File: src/rtl/apb_rr_master.sv
// rtl/apb_rr_master.sv - round-robin APB master sharing one completer among NUM_REQ requesters
module apb_rr_master #(
  parameter int NUM_REQ    = 4,
  parameter int WIDTH      = 32,
  parameter int ADDR_WIDTH = 8,
  parameter int TIMEOUT    = 15
) (
  input  logic                          pclk,
  input  logic                          preset,
  input  logic [NUM_REQ-1:0]            req_valid,
  input  logic [NUM_REQ-1:0]            req_write,
  input  logic [NUM_REQ*ADDR_WIDTH-1:0] req_addr,
  input  logic [NUM_REQ*WIDTH-1:0]      req_wdata,
  output logic [NUM_REQ-1:0]            req_accept,
  output logic [NUM_REQ-1:0]            rsp_valid,
  output logic [WIDTH-1:0]              rsp_rdata,
  output logic                          rsp_err,
  output logic                          busy,
  output logic                          psel,
  output logic                          penable,
  output logic                          pwrite,
  output logic [ADDR_WIDTH-1:0]         paddr,
  output logic [WIDTH-1:0]              pwdata,
  input  logic [WIDTH-1:0]              prdata,
  input  logic                          pready,
  input  logic                          pslverr
);

  localparam int IDXW = (NUM_REQ > 1) ? $clog2(NUM_REQ) : 1;

  typedef enum logic [1:0] {ST_IDLE, ST_SETUP, ST_ACCESS} state_t;

  state_t                  state_q, state_d;
  logic [IDXW-1:0]         grant_q, grant_d;
  logic [IDXW-1:0]         last_q, last_d;
  logic [ADDR_WIDTH-1:0]   paddr_q, paddr_d;
  logic                    pwrite_q, pwrite_d;
  logic [WIDTH-1:0]        pwdata_q, pwdata_d;
  logic [7:0]              wait_q, wait_d;
  logic [NUM_REQ-1:0]      rsp_valid_q, rsp_valid_d;
  logic [WIDTH-1:0]        rsp_rdata_q, rsp_rdata_d;
  logic                    rsp_err_q, rsp_err_d;

  logic [ADDR_WIDTH-1:0]   addr_arr  [NUM_REQ];
  logic [WIDTH-1:0]        wdata_arr [NUM_REQ];
  logic [IDXW-1:0]         win;
  logic [IDXW-1:0]         cand;
  logic                    found;
  logic                    timeout_hit;
  logic [NUM_REQ-1:0]      grant_oh;

  for (genvar i = 0; i < NUM_REQ; i++) begin : g_unpack
    assign addr_arr[i]  = req_addr[i*ADDR_WIDTH +: ADDR_WIDTH];
    assign wdata_arr[i] = req_wdata[i*WIDTH +: WIDTH];
  end

  assign grant_oh    = NUM_REQ'(1) << grant_q;
  assign timeout_hit = (wait_q == 8'(TIMEOUT - 1));

  // Round-robin search starting just above the previous winner.
  always_comb begin
    win   = last_q;
    found = 1'b0;
    cand  = '0;
    for (int k = 1; k <= NUM_REQ; k++) begin
      cand = IDXW'((int'(last_q) + k) % NUM_REQ);
      if (!found && req_valid[cand]) begin
        found = 1'b1;
        win   = cand;
      end
    end
  end

  // State register.
  always_ff @(posedge pclk) begin
    if (preset) begin
      state_q <= ST_IDLE;
    end else begin
      state_q <= state_d;
    end
  end

  // Next-state logic: pready takes priority over timeout expiry.
  always_comb begin
    state_d = state_q;
    case (state_q)
      ST_IDLE:   if (found) state_d = ST_SETUP;
      ST_SETUP:  state_d = ST_ACCESS;
      ST_ACCESS: if (pready || timeout_hit) state_d = ST_IDLE;
      default:   state_d = ST_IDLE;
    endcase
  end

  // Bus outputs decoded from the state.
  always_comb begin
    psel       = (state_q != ST_IDLE);
    penable    = (state_q == ST_ACCESS);
    busy       = (state_q != ST_IDLE);
    req_accept = (state_q == ST_SETUP) ? grant_oh : '0;
  end

  // Datapath next-state: command latch at grant, wait counting, response capture.
  always_comb begin
    grant_d     = grant_q;
    last_d      = last_q;
    paddr_d     = paddr_q;
    pwrite_d    = pwrite_q;
    pwdata_d    = pwdata_q;
    wait_d      = wait_q;
    rsp_valid_d = '0;
    rsp_rdata_d = rsp_rdata_q;
    rsp_err_d   = rsp_err_q;
    case (state_q)
      ST_IDLE: begin
        if (found) begin
          grant_d  = win;
          last_d   = win;
          paddr_d  = addr_arr[win];
          pwrite_d = req_write[win];
          pwdata_d = wdata_arr[win];
        end
      end
      ST_SETUP: begin
        wait_d = '0;
      end
      ST_ACCESS: begin
        if (pready) begin
          rsp_valid_d = grant_oh;
          rsp_rdata_d = pwrite_q ? '0 : prdata;
          rsp_err_d   = pslverr;
          wait_d      = '0;
        end else if (timeout_hit) begin
          rsp_valid_d = grant_oh;
          rsp_rdata_d = '0;
          rsp_err_d   = 1'b1;
          wait_d      = '0;
        end else begin
          wait_d = wait_q + 8'd1;
        end
      end
      default: ;
    endcase
  end

  // Datapath registers; last starts at NUM_REQ-1 so requester 0 wins first.
  always_ff @(posedge pclk) begin
    if (preset) begin
      grant_q     <= '0;
      last_q      <= IDXW'(NUM_REQ - 1);
      paddr_q     <= '0;
      pwrite_q    <= 1'b0;
      pwdata_q    <= '0;
      wait_q      <= '0;
      rsp_valid_q <= '0;
      rsp_rdata_q <= '0;
      rsp_err_q   <= 1'b0;
    end else begin
      grant_q     <= grant_d;
      last_q      <= last_d;
      paddr_q     <= paddr_d;
      pwrite_q    <= pwrite_d;
      pwdata_q    <= pwdata_d;
      wait_q      <= wait_d;
      rsp_valid_q <= rsp_valid_d;
      rsp_rdata_q <= rsp_rdata_d;
      rsp_err_q   <= rsp_err_d;
    end
  end

  assign paddr     = paddr_q;
  assign pwrite    = pwrite_q;
  assign pwdata    = pwdata_q;
  assign rsp_valid = rsp_valid_q;
  assign rsp_rdata = rsp_rdata_q;
  assign rsp_err   = rsp_err_q;

endmodule

File: config.mk
export PLATFORM = sky130hd
export DESIGN_NAME = apb_rr_master
export DESIGN_NICKNAME = d
export VERILOG_FILES = /design/src/rtl/apb_rr_master.sv
export SDC_FILE = /design/constraint.sdc
export NUM_CORES = 1
export LEC_CHECK = 0
export CAP_MARGIN = 10
export CORE_MARGIN = 2
export CORE_UTILIZATION = 37
export DETAILED_ROUTE_END_ITERATION = 12
export GPL_TIMING_DRIVEN = 1
export PLACE_DENSITY = 0.82
export SYNTH_ARGS = -nofsm -noshare
export SYNTH_HDL_FRONTEND = slang
export SYNTH_SLANG_ARGS = --single-unit
export TNS_END_PERCENT = 100
File: constraint.sdc
create_clock -name pclk -period 2.4 [get_ports pclk]
set_input_delay 0.6 -clock pclk [delete_from_list [all_inputs] [get_ports pclk]]
set_output_delay 0.6 -clock pclk [all_outputs]
set_load 0.005 [all_outputs]
==> impl_metrics.yaml, run 1 <==
hold_path:
  hold_class: "flop to flop"
  holdCritStartpoint: "rsp_rdata[28]"
  min_delay_path_depth: 2
  whs_endpoint: "rsp_rdata[28]"
synthesis:
  syn_inst: 491
  syn_area_um2: 4660
  netlist_top_cells_area: "dfxtp_1, mux2i_1, o221ai_1"
  yosys_warnings: 0
  ys_async_sr_fraction: 0
  ys_ff_latch: 92
  synth_edf_count: 0
  synth_top_area_share: 0.395
  synth_cell_type_count: 45
  syn_area_per_cell_um2: 9.50
  synth_flop_cell: "dfxtp_1"
  yosysTopAreaCell: "dfxtp_1"
  synth_nets: 701
  synth-seq-area-share: 0.395
worst_setup_path:
  reg2reg_to: "wait_q[1]"
  arrival_ns: 1.69
  critPathMaxFanout: 5
  startpoint_type: "flop"
  r2r_cells: 7
  crit_required_ns: 1.80
  crit_path_end_kind: "output pin"
  crit_type: "flop to output pin"
  r2r_setup_slack_ns: 0.53
  r2r_start: "wait_q[0]"
final_layout:
  final_cell_area_um2: 8150
  most-common-layout-cells: "clkdlybuf4s50_1, dfxtp_1, mux2i_1"
  nets: 985
  area_delta_synth_final_pct: 74.7
  fill_cells: 1015
  insertedDiodeCount: 0
  drive_above_1_share: 0.0744
  final_common_cell: "clkdlybuf4s50_1"
  final_util: 0.654
global_route:
  grt-ovfl-total: 0
  globalRouteMet1Util: 0.249
  grt.busiest_layer: "met2"
  grt_util_met3: 0.0462
  grt_pass1_wl_um: 24300
  grt_use_total: 0.229
  grt_max_degree: 37
  grt_pass1_vias: 5080
  grt_util_met2: 0.423
  antenna_found_initial: 0
clocking:
  postCtsHoldBufs: 0
  htree_levels: 3
  clock_path_buffers: 2
  clockRootBuffer: "clkbuf_16"
  clock_sinks: 92
  cts_tree: "done"
  path_clk_slew_ns: 0.07
  numCtsBuffers: 9
  clk_latency_ns: 0.35
  cts_setup_buffers: 0
outcome:
  status: "finished, final reports clean"
sta:
  fmax_ghz: 0.437
  maxSlewHeadroom: 0.765
  worst_slew_pin_slew_ns: 0.348
  hold_slack_ns: 0.457
  finalCriticalPeriod_ns: 2.29
  rsz0062_at_grt: "false"
  hold_violations: 0
  finalMaxSlewViolations: 0
  fin_tns_setup_ns: 0
  timing.final.crit_share: 0.954
  clock_skew_ns: 0.0111
  finalSetupViolCount: 0
floorplan:
  rows: 41
  die_y_um: 116
  fp.dieW_um: 116
  initial_utilization: 0.374
  fp.dieArea_um2: 13500
  core-area_um2: 12500
  ioPinCount: 289
route:
  ant_nets: 0
  via_count: 4948
  via_per_inst: 5.20
  routed_wl_um: 16200
  drtIter0Drc: 432
  firstDrtPassIters: 5
  drc_errors: 0
  wl_per_cell_um: 17.0
placement:
  gp_congestion: 0.854
  hpwl_um: 12700
  io_buffers: 288
  placed_area_um2: 7850
pwr:
  power.leakage_nw: 3.19
  p_total_mw: 5.13
  irDropWorstVdd_mv: 0.310
  power_density_nw_per_um2: 630
job:
  cap_violations: 0
-- metal layers --
metal,vias to the layer above,share of wire
met5,-,0
met3,37,0.066
li1,2364,-
met4,0,0.031
met2,205,0.53
met1,2342,0.38
-- sequential cells by signal, indices dropped and copies added, names as in the netlist --
signal	count
grant_q	2
last_q	2
paddr	8
pwdata	32
pwrite	1
rsp_err	1
rsp_rdata	32
rsp_valid	4
state_q	2
wait_q	8
-- how the worst max path moves through the flow --
stage	cells past startpoint	to	slack, ns	from
floorplan	7	pwdata[10]	0.63	req_valid[3]
global placement	8	pwdata[21]	-0.09	req_valid[1]
detailed placement	8	pwdata[21]	-0.12	req_valid[2]
CTS	4	req_accept[0]	0.007	state_q[1]
global route	5	req_accept[2]	0.005	state_q[1]
finish	5	req_accept[2]	0.11	state_q[1]
-- synth_stat cells (2+ instances only) --
| cell | number |
|---|---|
| a211oi_1 | 5 |
| a21oi_1 | 34 |
| and3_1 | 3 |
| buf_12 | 8 |
| buf_2 | 9 |
| clkbuf_1 | 26 |
| dfxtp_1 | 92 |
| ha_1 | 6 |
| inv_1 | 8 |
| mux2i_1 | 84 |
| nand2_1 | 83 |
| nand4_1 | 3 |
| nand4b_1 | 32 |
| nor2_1 | 20 |
| nor2b_1 | 2 |
| nor3_1 | 2 |
| nor4b_1 | 2 |
| o221ai_1 | 40 |
| xor2_1 | 6 |
-- report_power, final --
group          internal, mW  switching [mW]  total [mW]
combinational          1.15           0.727        1.88
sequential             1.73           0.137        1.86
clock                 0.729           0.661        1.39
-- critical path, stage by stage, from the launching register on --
cell	delay, ns
dfxtp_1	0.33
inv_1	0.10
ha_2	0.23
nand2_1	0.06
nor2_1	0.11
clkdlybuf4s50_1	0.53
-- cell families (layout without fill, tap and decap cells) --
logic type | Yosys count | after routing | share of synthesized area
multiplexers | 84 | 84 | 0.180
flip-flops | 92 | 92 | 0.395
AND/OR/NAND/NOR | 160 | 160 | 0.182
adder cells (fa/ha/maj) | 6 | 6 | 0.0161
XOR/XNOR | 7 | 7 | 0.0131
AO/OA/AOI/OAI | 89 | 89 | 0.138
buffers and inverters | 53 | 342 | 0.0746
-- cell type report --
cell class	instances	area, µm²	area share
timing repair buffer	318	3270	0.402
multi-input combinational	346	2490	0.306
sequential	92	1840	0.226
clock buffer	9	225	0.0276
tap	172	215	0.0264
clock inverter	7	67.6	0.00829
inverter	8	30.0	0.00369
-- through the flow --
stage | instances | setup WS [ns]
2_1_floorplan | 491 | 0.631
3_3_place_gp | 936 | -0.0901
3_5_place_dp | 936 | -0.118
4_1_cts | 952 | 0.00664
5_1_grt | 952 | 0.00468
6_report | 952 | 0.111
-- repair_timing --
item,4_1_cts,5_1_grt
setup endpoints to repair,0,2
resized for setup,0,2
endpoints found under the hold margin,0,0
Note: power is estimated with default switching activity, not from simulation.
==> inputs of run 2 (changes only) <==
CORE_MARGIN = 1.5   (was 2)
==> run 2 against run 1 <==
- critical path depth shrank 1
- wire length fell by 1.6%
- sequential share of layout area is 0.21 points higher
- first-iteration DRC count is 41% lower
- die area down 1.7%
- worst hold slack got worse by 0.0060 ns
- critical path type unchanged
- largest cell class unchanged
- highest routed layer unchanged
==> impl_metrics.yaml, run 2 (same netlist as run 1, synthesis figures left out) <==
sta:
  fin_tns_setup_ns: 0
  worst_slew_pin_slew_ns: 0.416
  hold_violations: 0
  finalMaxSlewViolations: 0
  clock_skew_ns: 0.00657
  rsz0062_at_grt: "false"
  finalCriticalPeriod_ns: 2.33
  timing.final.crit_share: 0.971
  fmax_ghz: 0.429
  maxSlewHeadroom: 0.723
  finalSetupViolCount: 0
  hold_slack_ns: 0.451
clocking:
  clockRootBuffer: "clkbuf_16"
  cts_resized: 0
  cts_tree: "done"
  htree_levels: 3
  clk_latency_ns: 0.34
  postCtsHoldBufs: 0
  path_clk_slew_ns: 0.07
  numCtsBuffers: 9
  clock_path_buffers: 2
  clock_sinks: 92
  cts_setup_buffers: 0
floorplan:
  rows: 40
  fp.dieW_um: 115
  die_y_um: 115
  ioPinCount: 289
  fp.dieArea_um2: 13300
  core-area_um2: 12200
  initial_utilization: 0.383
pwr:
  internal_power_mw: 3.68
  power.switching_mw: 1.48
  p_clk_frac: 0.288
  power_density_nw_per_um2: 639
  seqPwrFrac: 0.361
  power.leakage_nw: 3.15
  irDropWorstVdd_mv: 0.422
  comb_power_share: 0.351
  swShare: 0.286
hold_path:
  hold_class: "flop to flop"
route:
  ant_nets: 0
  wl_per_cell_um: 16.9
  via_per_inst: 5.18
  firstDrtPassIters: 4
  drtIter0Drc: 257
  via_count: 4892
  drc_errors: 0
  routed_wl_um: 16000
worst_setup_path:
  critPathMaxFanout: 5
  arrival_ns: 1.73
  crit_path_end_kind: "output pin"
  crit_type: "flop to output pin"
  crit_required_ns: 1.80
  startpoint_type: "flop"
placement:
  gp_congestion: 0.851
  hpwl_um: 12400
  io_buffers: 288
  placed_area_um2: 7760
global_route:
  grt_max_degree: 41
  grt_pass1_wl_um: 23700
  grt_pass1_vias: 4926
  grt_use_total: 0.227
  grt-ovfl-total: 0
  antenna_found_initial: 0
final_layout:
  drive_above_1_share: 0.0696
  final_common_cell: "clkdlybuf4s50_1"
  final_util: 0.664
  area_delta_synth_final_pct: 73.1
  most-common-layout-cells: "clkdlybuf4s50_1, dfxtp_1, mux2i_1"
  nets: 981
  fill_cells: 987
  insertedDiodeCount: 0
  final_cell_area_um2: 8070
job:
  cap_violations: 0
outcome:
  status: "finished, final reports clean"
[run 2: cell type report]
class / count / area, µm² / area share
Clock buffer: 11 / 243 / 0.0301
Clock inverter: 5 / 67.6 / 0.00837
Tap cell: 168 / 210 / 0.0260
Sequential cell: 92 / 1840 / 0.228
Timing Repair Buffer: 314 / 3190 / 0.395
Inverter: 8 / 30.0 / 0.00372
Multi-Input combinational cell: 346 / 2490 / 0.309
[run 2: power groups by stage]
stage | clock (mW) | combinational, mW | sequential, mW
floorplan | 0 | 0.911 | 1.88
global placement | 0 | 1.77 | 1.88
detailed placement | 0 | 1.81 | 1.89
CTS | 1.51 | 1.82 | 1.86
global route | 1.58 | 1.94 | 1.89
finish | 1.49 | 1.81 | 1.86
[run 2: metal layers]
metal | wire, µm | GRT usage
met1 | 5970 | 0.244
met2 | 8610 | 0.433
met3 | 1080 | 0.0532
met4 | 310 | 0.0757
met5 | 0 | 0
[run 2: worst max-delay path: stages, from the launching register on]
cell and delay [ns]:
dfxtp_1 0.33, inv_1 0.11, ha_2 0.22, nor3b_1 0.18, clkdlybuf4s50_1 0.56
[run 2: through the flow]
step	setup slack [ns]	power, mW	instances
after floorplan	0.631	2.79	491
after global placement	0.00751	3.65	928
after detailed placement	-0.0731	3.71	928
after CTS	0.0407	5.20	944
after global routing	0.000773	5.40	944
final	0.0690	5.15	944
[run 2: final timing paths]
check,start,endpoint,slack (ns),cells after the start
max,state_q[1],req_accept[0],0.07,4
min,rsp_rdata[18],rsp_rdata[18],0.45,2
max reg2reg,wait_q[0],rsp_rdata[24],0.60,8
min reg2reg,rsp_rdata[18],rsp_rdata[18],0.45,2
